## src/rtl/pipe_stage_reg.sv

```systemverilog
// Pipeline stage register with valid/ready handshake, flush and optional
// two-entry skid buffer. Entries are a payload word plus a control field;
// whenever nothing is presented the control field reads as CTRL_NOP so a
// downstream stage sees a clean bubble.
module pipe_stage_reg #(
    parameter int                 DATA_W   = 32,
    parameter int                 CTRL_W   = 8,
    parameter logic [CTRL_W-1:0]  CTRL_NOP = '0,
    parameter bit                 SKID     = 1'b1
) (
    input  logic              clk,
    input  logic              reset,
    input  logic              in_valid,
    output logic              in_ready,
    input  logic [DATA_W-1:0] in_data,
    input  logic [CTRL_W-1:0] in_ctrl,
    input  logic              flush,
    output logic              out_valid,
    input  logic              out_ready,
    output logic [DATA_W-1:0] out_data,
    output logic [CTRL_W-1:0] out_ctrl,
    output logic [1:0]        occupancy
);

    typedef enum logic [1:0] {
        ST_EMPTY = 2'd0,
        ST_ONE   = 2'd1,
        ST_TWO   = 2'd2
    } state_e;

    state_e            state_q, state_d;
    logic [DATA_W-1:0] main_data_q, main_data_d;
    logic [CTRL_W-1:0] main_ctrl_q, main_ctrl_d;
    logic [DATA_W-1:0] skid_data_q, skid_data_d;
    logic [CTRL_W-1:0] skid_ctrl_q, skid_ctrl_d;
    logic              out_valid_q;
    logic [1:0]        occupancy_q;

    logic in_fire;
    logic out_fire;

    assign in_fire  = in_valid & in_ready;
    assign out_fire = out_valid_q & out_ready;

    // in_ready: registered with the skid buffer, combinational without it
    generate
        if (SKID) begin : g_skid_ready
            logic in_ready_q;

            // Ready for the next cycle is known from the next state; the
            // register resets low so ready rises on the first edge after reset.
            always_ff @(posedge clk or posedge reset) begin
                if (reset) begin
                    in_ready_q <= 1'b0;
                end else begin
                    in_ready_q <= (state_d != ST_TWO);
                end
            end

            assign in_ready = in_ready_q;
        end else begin : g_comb_ready
            assign in_ready = (state_q == ST_EMPTY) | out_ready;
        end
    endgenerate

    // State register and all held entries
    always_ff @(posedge clk or posedge reset) begin
        if (reset) begin
            state_q     <= ST_EMPTY;
            main_data_q <= '0;
            main_ctrl_q <= CTRL_NOP;
            skid_data_q <= '0;
            skid_ctrl_q <= CTRL_NOP;
            out_valid_q <= 1'b0;
            occupancy_q <= 2'd0;
        end else begin
            state_q     <= state_d;
            main_data_q <= main_data_d;
            main_ctrl_q <= main_ctrl_d;
            skid_data_q <= skid_data_d;
            skid_ctrl_q <= skid_ctrl_d;
            out_valid_q <= (state_d != ST_EMPTY);
            occupancy_q <= state_d;
        end
    end

    // Next-state logic; flush overrides every transfer
    always_comb begin
        state_d = state_q;
        case (state_q)
            ST_EMPTY: begin
                if (in_fire) begin
                    state_d = ST_ONE;
                end
            end
            ST_ONE: begin
                if (in_fire && !out_fire) begin
                    // Without a skid register in_fire implies out_fire here,
                    // so this branch only matters when SKID is set.
                    if (SKID) begin
                        state_d = ST_TWO;
                    end
                end else if (!in_fire && out_fire) begin
                    state_d = ST_EMPTY;
                end
            end
            ST_TWO: begin
                if (out_fire) begin
                    state_d = ST_ONE;
                end
            end
            default: state_d = ST_EMPTY;
        endcase
        if (flush) begin
            state_d = ST_EMPTY;
        end
    end

    // Datapath loads for main and skid registers
    always_comb begin
        main_data_d = main_data_q;
        main_ctrl_d = main_ctrl_q;
        skid_data_d = skid_data_q;
        skid_ctrl_d = skid_ctrl_q;
        if (!flush) begin
            case (state_q)
                ST_EMPTY: begin
                    if (in_fire) begin
                        main_data_d = in_data;
                        main_ctrl_d = in_ctrl;
                    end
                end
                ST_ONE: begin
                    if (in_fire && out_fire) begin
                        main_data_d = in_data;
                        main_ctrl_d = in_ctrl;
                    end else if (in_fire) begin
                        skid_data_d = in_data;
                        skid_ctrl_d = in_ctrl;
                    end
                end
                ST_TWO: begin
                    if (out_fire) begin
                        main_data_d = skid_data_q;
                        main_ctrl_d = skid_ctrl_q;
                    end
                end
                default: begin
                end
            endcase
        end else begin
            skid_ctrl_d = CTRL_NOP;
        end
        // A bubble must carry the NOP control; payload keeps its last value.
        if (state_d == ST_EMPTY) begin
            main_ctrl_d = CTRL_NOP;
        end
    end

    assign out_valid = out_valid_q;
    assign out_data  = main_data_q;
    assign out_ctrl  = main_ctrl_q;
    assign occupancy = occupancy_q;

endmodule

```

## config.mk

```make
export PLATFORM = sky130hd
export DESIGN_NAME = pipe_stage_reg
export DESIGN_NICKNAME = d
export VERILOG_FILES = /design/src/rtl/pipe_stage_reg.sv
export SDC_FILE = /design/constraint.sdc
export NUM_CORES = 1
export LEC_CHECK = 0
export CORE_ASPECT_RATIO = 1.25
export CORE_MARGIN = 10
export CORE_UTILIZATION = 54
export DETAILED_ROUTE_END_ITERATION = 8
export PLACE_DENSITY = 0.85
export SKIP_CTS_REPAIR_TIMING = 1
export SYNTH_ARGS = -nofsm -noshare
export SYNTH_HDL_FRONTEND = slang
export SYNTH_SLANG_ARGS = --single-unit
```

## constraint.sdc

```tcl
create_clock -name clk -period 8.9 [get_ports clk]
set_clock_uncertainty 0.15 [all_clocks]
set_input_delay 2.67 -clock clk [delete_from_list [all_inputs] [get_ports clk]]
set_output_delay 2.67 -clock clk [all_outputs]
set_load 0.05 [all_outputs]
```

==> impl_table.tex, run 1 <==
\begin{tabular}{lr}
\hline
Metric & Value \\
\hline
\multicolumn{2}{l}{\textbf{Pwr}} \\
\quad Total chip power & 1.36 mW \\
\quad VDD IR max & about 0.14 mV \\
\quad Cell area power density & around 270 mW/mm2 \\
\quad P\_leak & 2.33 nW \\
\multicolumn{2}{l}{\textbf{Clocking}} \\
\quad Clock buffer count from CTS & 9 \\
\quad Skew-Pair Late Insertion Delay & $\sim$0.34 ns \\
\quad Number of sinks handled by clock tree synthesis & 84 \\
\quad Clock Root Buffer & clkbuf\_8 \\
\quad Worst-case clock buffer depth & 2 \\
\quad TritonCTS clock tree & yes \\
\quad Clock edge transition at the registers on the reported setup and hold paths & 0.08 ns \\
\quad Number of H-tree levels & 3 \\
\multicolumn{2}{l}{\textbf{Status}} \\
\quad Status & complete, no violations \\
\multicolumn{2}{l}{\textbf{Floorplan}} \\
\quad \# rows & 34 \\
\quad Die Span X & 95.7 um \\
\quad Die footprint & 0.0110 mm2 \\
\quad Starting density of the core & 55.4\% \\
\quad Height of the die & 115 um \\
\quad Core Area & 0.00698 mm2 \\
\quad Number of primary I/O pins & 89 \\
\multicolumn{2}{l}{\textbf{Cells and area}} \\
\quad P\&R area growth vs syn & 28.1\% \\
\quad Layout cell share with drive strength beyond 1 & 21.1\% \\
\quad Share of the core filled with cells & 71.0\% \\
\quad Number of antenna diodes & 0 \\
\quad Filler cell count & 490 \\
\quad Net count reported at finish & 463 \\
\multicolumn{2}{l}{\textbf{Worst setup path}} \\
\quad Worst setup EP type & register \\
\quad Worst-path fanout max & 32 \\
\quad WS Path Type & in -> reg \\
\quad Delay of the slowest cell on the worst path & 0.92 ns \\
\quad Sequence of cells on the critical path & clkdlybuf4s50\_1 -> and3b\_1 -> nand3\_1 -> nor2\_4 -> mux2\_2 \\
\quad Element type at the critical path start & input pin \\
\quad Data required time at the worst endpoint & around 9.0 ns \\
\quad Worst path slowest cell & nor2\_4 \\
\quad Data arrival, critical path & 5.21 ns \\
\multicolumn{2}{l}{\textbf{Drt}} \\
\quad First-pass iteration count of the detailed router & 4 \\
\quad Routed Antenna Nets & 0 \\
\quad Via count of the routed design & 2666 \\
\quad First DRT Iteration DRCs & 130 \\
\quad Wire length per cell after detailed routing & 16.9 um \\
\quad Number of vias per cell & 5.21 \\
\quad Total wire length after detailed routing & 8630 um \\
\quad Residual DRC count & 0 \\
\multicolumn{2}{l}{\textbf{Synth}} \\
\quad Library cell with the highest instance count after synthesis & nand2\_1 \\
\quad Combined area of all synthesized cells & 0.00387 mm2 \\
\quad Number of register bits inferred by synthesis & 84 \\
\quad Synthesis warning total & 0 \\
\quad Number of synthesized flops with an enable pin & 0 \\
\quad Post-synth top cells & nand2\_1, dfrtp\_1, mux2\_2 \\
\quad Post-Synthesis Mean Instance Area & 11.5 um2 \\
\quad Main flop type after synthesis & dfrtp\_1 \\
\quad Largest cells by area after synthesis & dfrtp\_1, mux2\_4, nand2\_1 \\
\quad Gate count after technology mapping & 337 \\
\quad Post-synth ARST share & 100\% \\
\quad Mapped Nets & 382 \\
\quad Area leader, netlist & dfrtp\_1 \\
\quad Sequential share of the synthesized area & between 50\% and 60\% \\
\quad Share of the synthesized area in the top cell type & 54.4\% \\
\quad Count of cell types in the netlist & 24 \\
\multicolumn{2}{l}{\textbf{STA}} \\
\quad Setup TNS & 0 ns \\
\quad Final setup violation count & 0 \\
\quad RSZ-0062 raised after global routing & false \\
\quad Count of endpoints failing hold in the final timing report & 0 \\
\quad Least-Margin Pin Slew & 1.04 ns \\
\quad Max Freq & 0.195 GHz \\
\quad Max Transition Viols Final & 0 \\
\quad Crit share post-route & roughly 58\% \\
\quad Fin crit period & 5.13 ns \\
\quad Max-slew headroom & between 30\% and 40\% \\
\multicolumn{2}{l}{\textbf{Placed design}} \\
\quad Gpl congestion & about 0.81 \\
\quad Detailed Place HPWL & 5860 um \\
\quad Total of buffers placed on input and output ports & 88 \\
\multicolumn{2}{l}{\textbf{Global routing}} \\
\quad All-Layer GR Usage & between 10\% and 20\% \\
\quad Global-route wire length before repair & 14200 um \\
\quad Antenna violations before repair & 0 \\
\quad Total congestion overflow after global routing & 0 \\
\quad Vias in the first global route & between 2000 and 3000 \\
\quad Maximum number of pins on one net before global-route repair & 85 \\
\multicolumn{2}{l}{\textbf{Run}} \\
\quad Maximum capacitance violations & 0 \\
\multicolumn{2}{l}{\textbf{Worst hold path}} \\
\quad Class of the tightest hold or removal check & reg -> reg \\
\hline
\end{tabular}
[cell families (layout without fill, tap and decap cells)]
group	Yosys count	count (layout)	synth area share, %
muxes	73	73	23.9
and+or+nand+nor	139	139	14.2
DFF	84	84	54.4
buffers and inverters	25	110	4.05
AOI/OAI and AO/OA	16	16	3.46
[final cells by class]
class | instances | area [um2] | share of cell area, %
Multi-Input combinational cell | 228 | 1620 | 32.8
Sequential cell | 84 | 2100 | 42.5
Tap cell | 90 | 113 | 2.27
Timing Repair Buffer | 92 | 911 | 18.4
Clock inverter | 5 | 52.6 | 1.06
Clock buffer | 10 | 138 | 2.78
Inverter | 3 | 12.5 | 0.253
[registers in the layout (all words and copies together) (netlist names)]
register     count
occupancy        2
out_valid        1
in_ready         1
out_ctrl         8
out_data        32
skid_data_q     32
skid_ctrl_q      8
[cell usage in the layout, fill, tap and decap left out, drive strengths merged, types with 2 or more instances in the layout]
cell type      count
a21oi              2
a311oi             8
buf                4
clkbuf            10
clkdlybuf4s50     88
clkinv             4
dfrtp             84
inv                2
mux2              64
mux2i              9
nand2            115
nor2               9
nor3               9
o21ba              2
[worst paths after layout]
check,from,endpoint,depth (start not counted),slack [ns]
setup / recovery,in_valid,skid_data_q[23]$_DFFE_PP0P_,5,3.77
hold reg to reg,out_data[9]$_DFFE_PP0P_,out_data[9]$_DFFE_PP0P_,1,0.36
setup reg to reg,occupancy[1]$_DFF_PP0_,out_data[27]$_DFFE_PP0P_,5,5.79
hold / removal,out_data[9]$_DFFE_PP0P_,out_data[9]$_DFFE_PP0P_,1,0.36
max in group asynchronous,reset,skid_data_q[31]$_DFFE_PP0P_,3,5.12
min in group asynchronous,reset,skid_data_q[15]$_DFFE_PP0P_,3,2.83
[worst max-delay path: cells and delay by family]
family / cells / cell delay, ns
buffers and inverters: 1 / 0.48
multiplexers: 1 / 0.43
AND/OR/NAND/NOR: 3 / 1.62
[per-layer routing]
layer	wire (um)	vias to the layer above	share of wire, %	track usage, %
li1	-	1279	-	-
met1	3550	1317	41	19.1
met2	4480	62	52	27.6
met3	505	8	5.9	4.66
met4	94	0	1.1	5.12
met5	0	-	0	0
[power by group]
part	switching, mW	internal [mW]	total, mW	leakage [nW]
clock network	0.131	0.134	0.266	0.0979
logic	0.295	0.234	0.528	1.20
registers	0.0661	0.498	0.564	1.03
total	0.492	0.866	1.36	2.33
[metrics by stage]
stage          worst slack [ns]  std cells  area [um2]  hold slack [ns]
6_report                   3.77        512        4950            0.361
5_1_grt                    3.68        512        4950            0.372
4_1_cts                    3.78        512        4950            0.364
3_5_place_dp               3.42        497        4760            0.343
3_3_place_gp               3.51        497        4760            0.339
2_1_floorplan              3.91        337        3870            0.330
Note: power is estimated with default switching activity, not from simulation.
==> inputs of run 2 (changes only) <==
- CORE_UTILIZATION: 54 -> 45
- PLACE_DENSITY: 0.85 -> 0.76
- clock period: 8.9 -> 4.7 ns (I/O delays scaled with it)
==> run 2 against run 1 <==
Via count increased by 2.1%. First-iteration DRC count decreased by 19%. Sequential cell count unchanged.
==> impl_table.tex, run 2 (same netlist as run 1, synthesis figures left out) <==
\begin{tabular}{lr}
\hline
Metric & Value \\
\hline
\multicolumn{2}{l}{\textbf{Status}} \\
\quad Status & complete, no violations \\
\multicolumn{2}{l}{\textbf{Clocking}} \\
\quad Worst-case clock buffer depth & 2 (unchanged) \\
\quad Clock Root Buffer & clkbuf\_8 \\
\quad Number of sinks handled by clock tree synthesis & 84 (unchanged) \\
\quad Number of H-tree levels & 3 (unchanged) \\
\quad Skew-Pair Late Insertion Delay & 0.35 ns (about the same) \\
\quad TritonCTS clock tree & yes \\
\quad Clock buffer count from CTS & 9 (unchanged) \\
\quad Clock edge transition at the registers on the reported setup and hold paths & 0.08 ns (about the same) \\
\multicolumn{2}{l}{\textbf{Worst setup path}} \\
\quad Worst path buffer plus inverter count & 2 (+1) \\
\quad Setup slack, reg-to-reg & 2.32 ns (-3.47 ns) \\
\quad Data required time at the worst endpoint & 4.78 ns (-4.20 ns) \\
\quad Worst path slowest cell & clkdlybuf4s50\_1 \\
\quad Terminus of the critical flop-to-flop path & out\_data[27]\$\_DFFE\_PP0P\_ \\
\quad WS Path Type & in -> reg \\
\quad Worst setup EP type & register \\
\quad Delay of the slowest cell on the worst path & 0.52 ns (-0.40 ns) \\
\quad Worst-path fanout max & 27 (-16\%) \\
\quad Sequence of cells on the critical path & clkdlybuf4s50\_1 -> nand2\_1 -> o21ba\_1 -> o21ba\_2 -> buf\_12 -> mux2\_2 \\
\quad Cell family contributing the most delay on the critical path & compound AO/OA/AOI/OAI gates \\
\quad Worst reg2reg path depth & 5 (unchanged) \\
\quad Data arrival, critical path & 3.49 ns (-1.72 ns) \\
\quad Element type at the critical path start & input pin \\
\quad R2r startpoint & occupancy[1]\$\_DFF\_PP0\_ \\
\multicolumn{2}{l}{\textbf{Floorplan}} \\
\quad Die Span X & 103 um (+7.6\%) \\
\quad Core Area & 0.00829 mm2 (+19\%) \\
\quad Die footprint & 0.0127 mm2 (+16\%) \\
\quad Starting density of the core & 46.7\% (-8.8 points) \\
\quad \# rows & 37 (+8.8\%) \\
\quad Height of the die & 124 um (+7.9\%) \\
\quad Number of primary I/O pins & 89 (unchanged) \\
\multicolumn{2}{l}{\textbf{Drt}} \\
\quad First-pass iteration count of the detailed router & 4 (unchanged) \\
\quad Via count of the routed design & 2721 (+2.1\%) \\
\quad Total wire length after detailed routing & 8840 um (+2.4\%) \\
\quad Wire length per cell after detailed routing & 16.9 um (about the same) \\
\quad Residual DRC count & 0 (unchanged) \\
\quad Routed Antenna Nets & 0 (unchanged) \\
\quad First DRT Iteration DRCs & 105 (-19\%) \\
\quad Number of vias per cell & 5.19 (-0.27\%) \\
\multicolumn{2}{l}{\textbf{Run}} \\
\quad Maximum capacitance violations & 0 (unchanged) \\
\multicolumn{2}{l}{\textbf{STA}} \\
\quad Final hold slack & 0.361 ns (-0.000283 ns) \\
\quad Count of endpoints failing hold in the final timing report & 0 (unchanged) \\
\quad Least-Margin Pin Slew & 0.806 ns (-0.239 ns) \\
\quad Setup TNS & 0 ns (unchanged) \\
\quad Max Freq & 0.293 GHz \\
\quad Setup WS post-layout & 1.29 ns (-2.49 ns) \\
\quad Max Transition Viols Final & 0 (unchanged) \\
\quad Final setup violation count & 0 (unchanged) \\
\quad Crit share post-route & 72.6\% \\
\quad RSZ-0062 raised after global routing & false \\
\quad Max-slew headroom & 46.2\% (+16 points) \\
\quad Fin crit period & 3.41 ns \\
\multicolumn{2}{l}{\textbf{Global routing}} \\
\quad Vias in the first global route & 2906 (+1.4\%) \\
\quad Maximum number of pins on one net before global-route repair & 46 (-46\%) \\
\quad All-Layer GR Usage & 14.4\% (-1.8 points) \\
\quad Antenna violations before repair & 0 (unchanged) \\
\quad Total congestion overflow after global routing & 0 (unchanged) \\
\quad Global-route wire length before repair & 14500 um (+2.5\%) \\
\multicolumn{2}{l}{\textbf{Pwr}} \\
\quad VDD IR max & 0.289 mV (+110\%) \\
\quad P\_leak & 2.38 nW (+2.1\%) \\
\quad Cell area power density & 534 mW/mm2 (+95\%) \\
\multicolumn{2}{l}{\textbf{Worst hold path}} \\
\quad Class of the tightest hold or removal check & reg -> reg \\
\quad Hold\_sp & skid\_data\_q[18]\$\_DFFE\_PP0P\_ \\
\quad Endpoint of the worst hold path & skid\_data\_q[18]\$\_DFFE\_PP0P\_ \\
\quad Cell depth of the worst hold path & 1 (unchanged) \\
\multicolumn{2}{l}{\textbf{Placed design}} \\
\quad Placement Setup Slack & 0.929 ns (-2.49 ns) \\
\quad Number of cells in the design after placement & 508 (+2.2\%) \\
\quad Detailed Place HPWL & 6150 um (+4.8\%) \\
\quad Gpl congestion & 0.798 (-1.6\%) \\
\quad Total of buffers placed on input and output ports & 88 (unchanged) \\
\multicolumn{2}{l}{\textbf{Cells and area}} \\
\quad Number of antenna diodes & 0 (unchanged) \\
\quad Net count reported at finish & 467 (+0.86\%) \\
\quad Layout cell share with drive strength beyond 1 & 21.8\% (+0.69 points) \\
\quad Post-layout instance count excluding filler cells & 524 (+2.3\%) \\
\quad Top library cells by usage in the layout, fill and taps aside & nand2\_1, clkdlybuf4s50\_1, dfrtp\_1, mux2\_2, mux2\_4 \\
\quad Filler cell count & 667 (+36\%) \\
\quad Leading cell type in the layout, fill and taps excluded & nand2\_1 \\
\quad P\&R area growth vs syn & 30.9\% \\
\hline
\end{tabular}
[run 2: cell types whose count changed in the layout (fill, tap and decap cells not counted), sizes merged]
cell,before,now
inv,2,3
buf,4,8
clkinvlp,1,0
clkinv,4,2
bufinv,1,3
clkbuf,10,11
[run 2: through the flow]
stage | total power, mW | util, % | instance area (um2)
floorplan | 1.76 | - | 3870
global placement | 2.07 | 58.1 | 4810
detailed placement | 2.10 | 58.1 | 4810
CTS | 2.73 | 61.1 | 5060
global route | 2.82 | 61.1 | 5060
finish | 2.70 | 61.1 | 5060
[run 2: cell type report]
| class | instances | area [um2] | share of cell area, % |
|---|---|---|---|
| Sequential cell | 84 | 2100 | 41.5 |
| Multi-Input combinational cell | 228 | 1620 | 32.1 |
| Timing Repair Buffer | 96 | 953 | 18.8 |
| Clock buffer | 11 | 141 | 2.79 |
| Tap cell | 97 | 121 | 2.40 |
| Clock inverter | 5 | 108 | 2.13 |
| Inverter | 3 | 12.5 | 0.247 |
[run 2: layer usage]
layer / part of all wire, % / track usage, % / wire length, um / up-vias
li1: - / - / - / 1290
met1: 42 / 17.0 / 3680 / 1346
met2: 51 / 24.0 / 4480 / 70
met3: 5.3 / 3.32 / 472 / 15
met4: 2.4 / 7.23 / 208 / 0
met5: 0 / 0 / 0 / -
[run 2: worst max path at each step]
stage	start	endpoint	slack, ns	cells past startpoint
floorplan	reset	in_ready$_DFF_PP0_	0.97	1
global placement	in_valid	skid_data_q[23]$_DFFE_PP0P_	0.99	7
detailed placement	out_ready	out_data[27]$_DFFE_PP0P_	0.93	6
CTS	out_ready	out_data[27]$_DFFE_PP0P_	1.31	6
global route	out_ready	out_data[27]$_DFFE_PP0P_	1.15	6
finish	out_ready	out_data[27]$_DFFE_PP0P_	1.29	6
[run 2: power by group]
part	internal [mW]	switching [mW]
combinational	0.447	0.561
clock	0.371	0.258
sequential	0.943	0.124
total	1.76	0.943
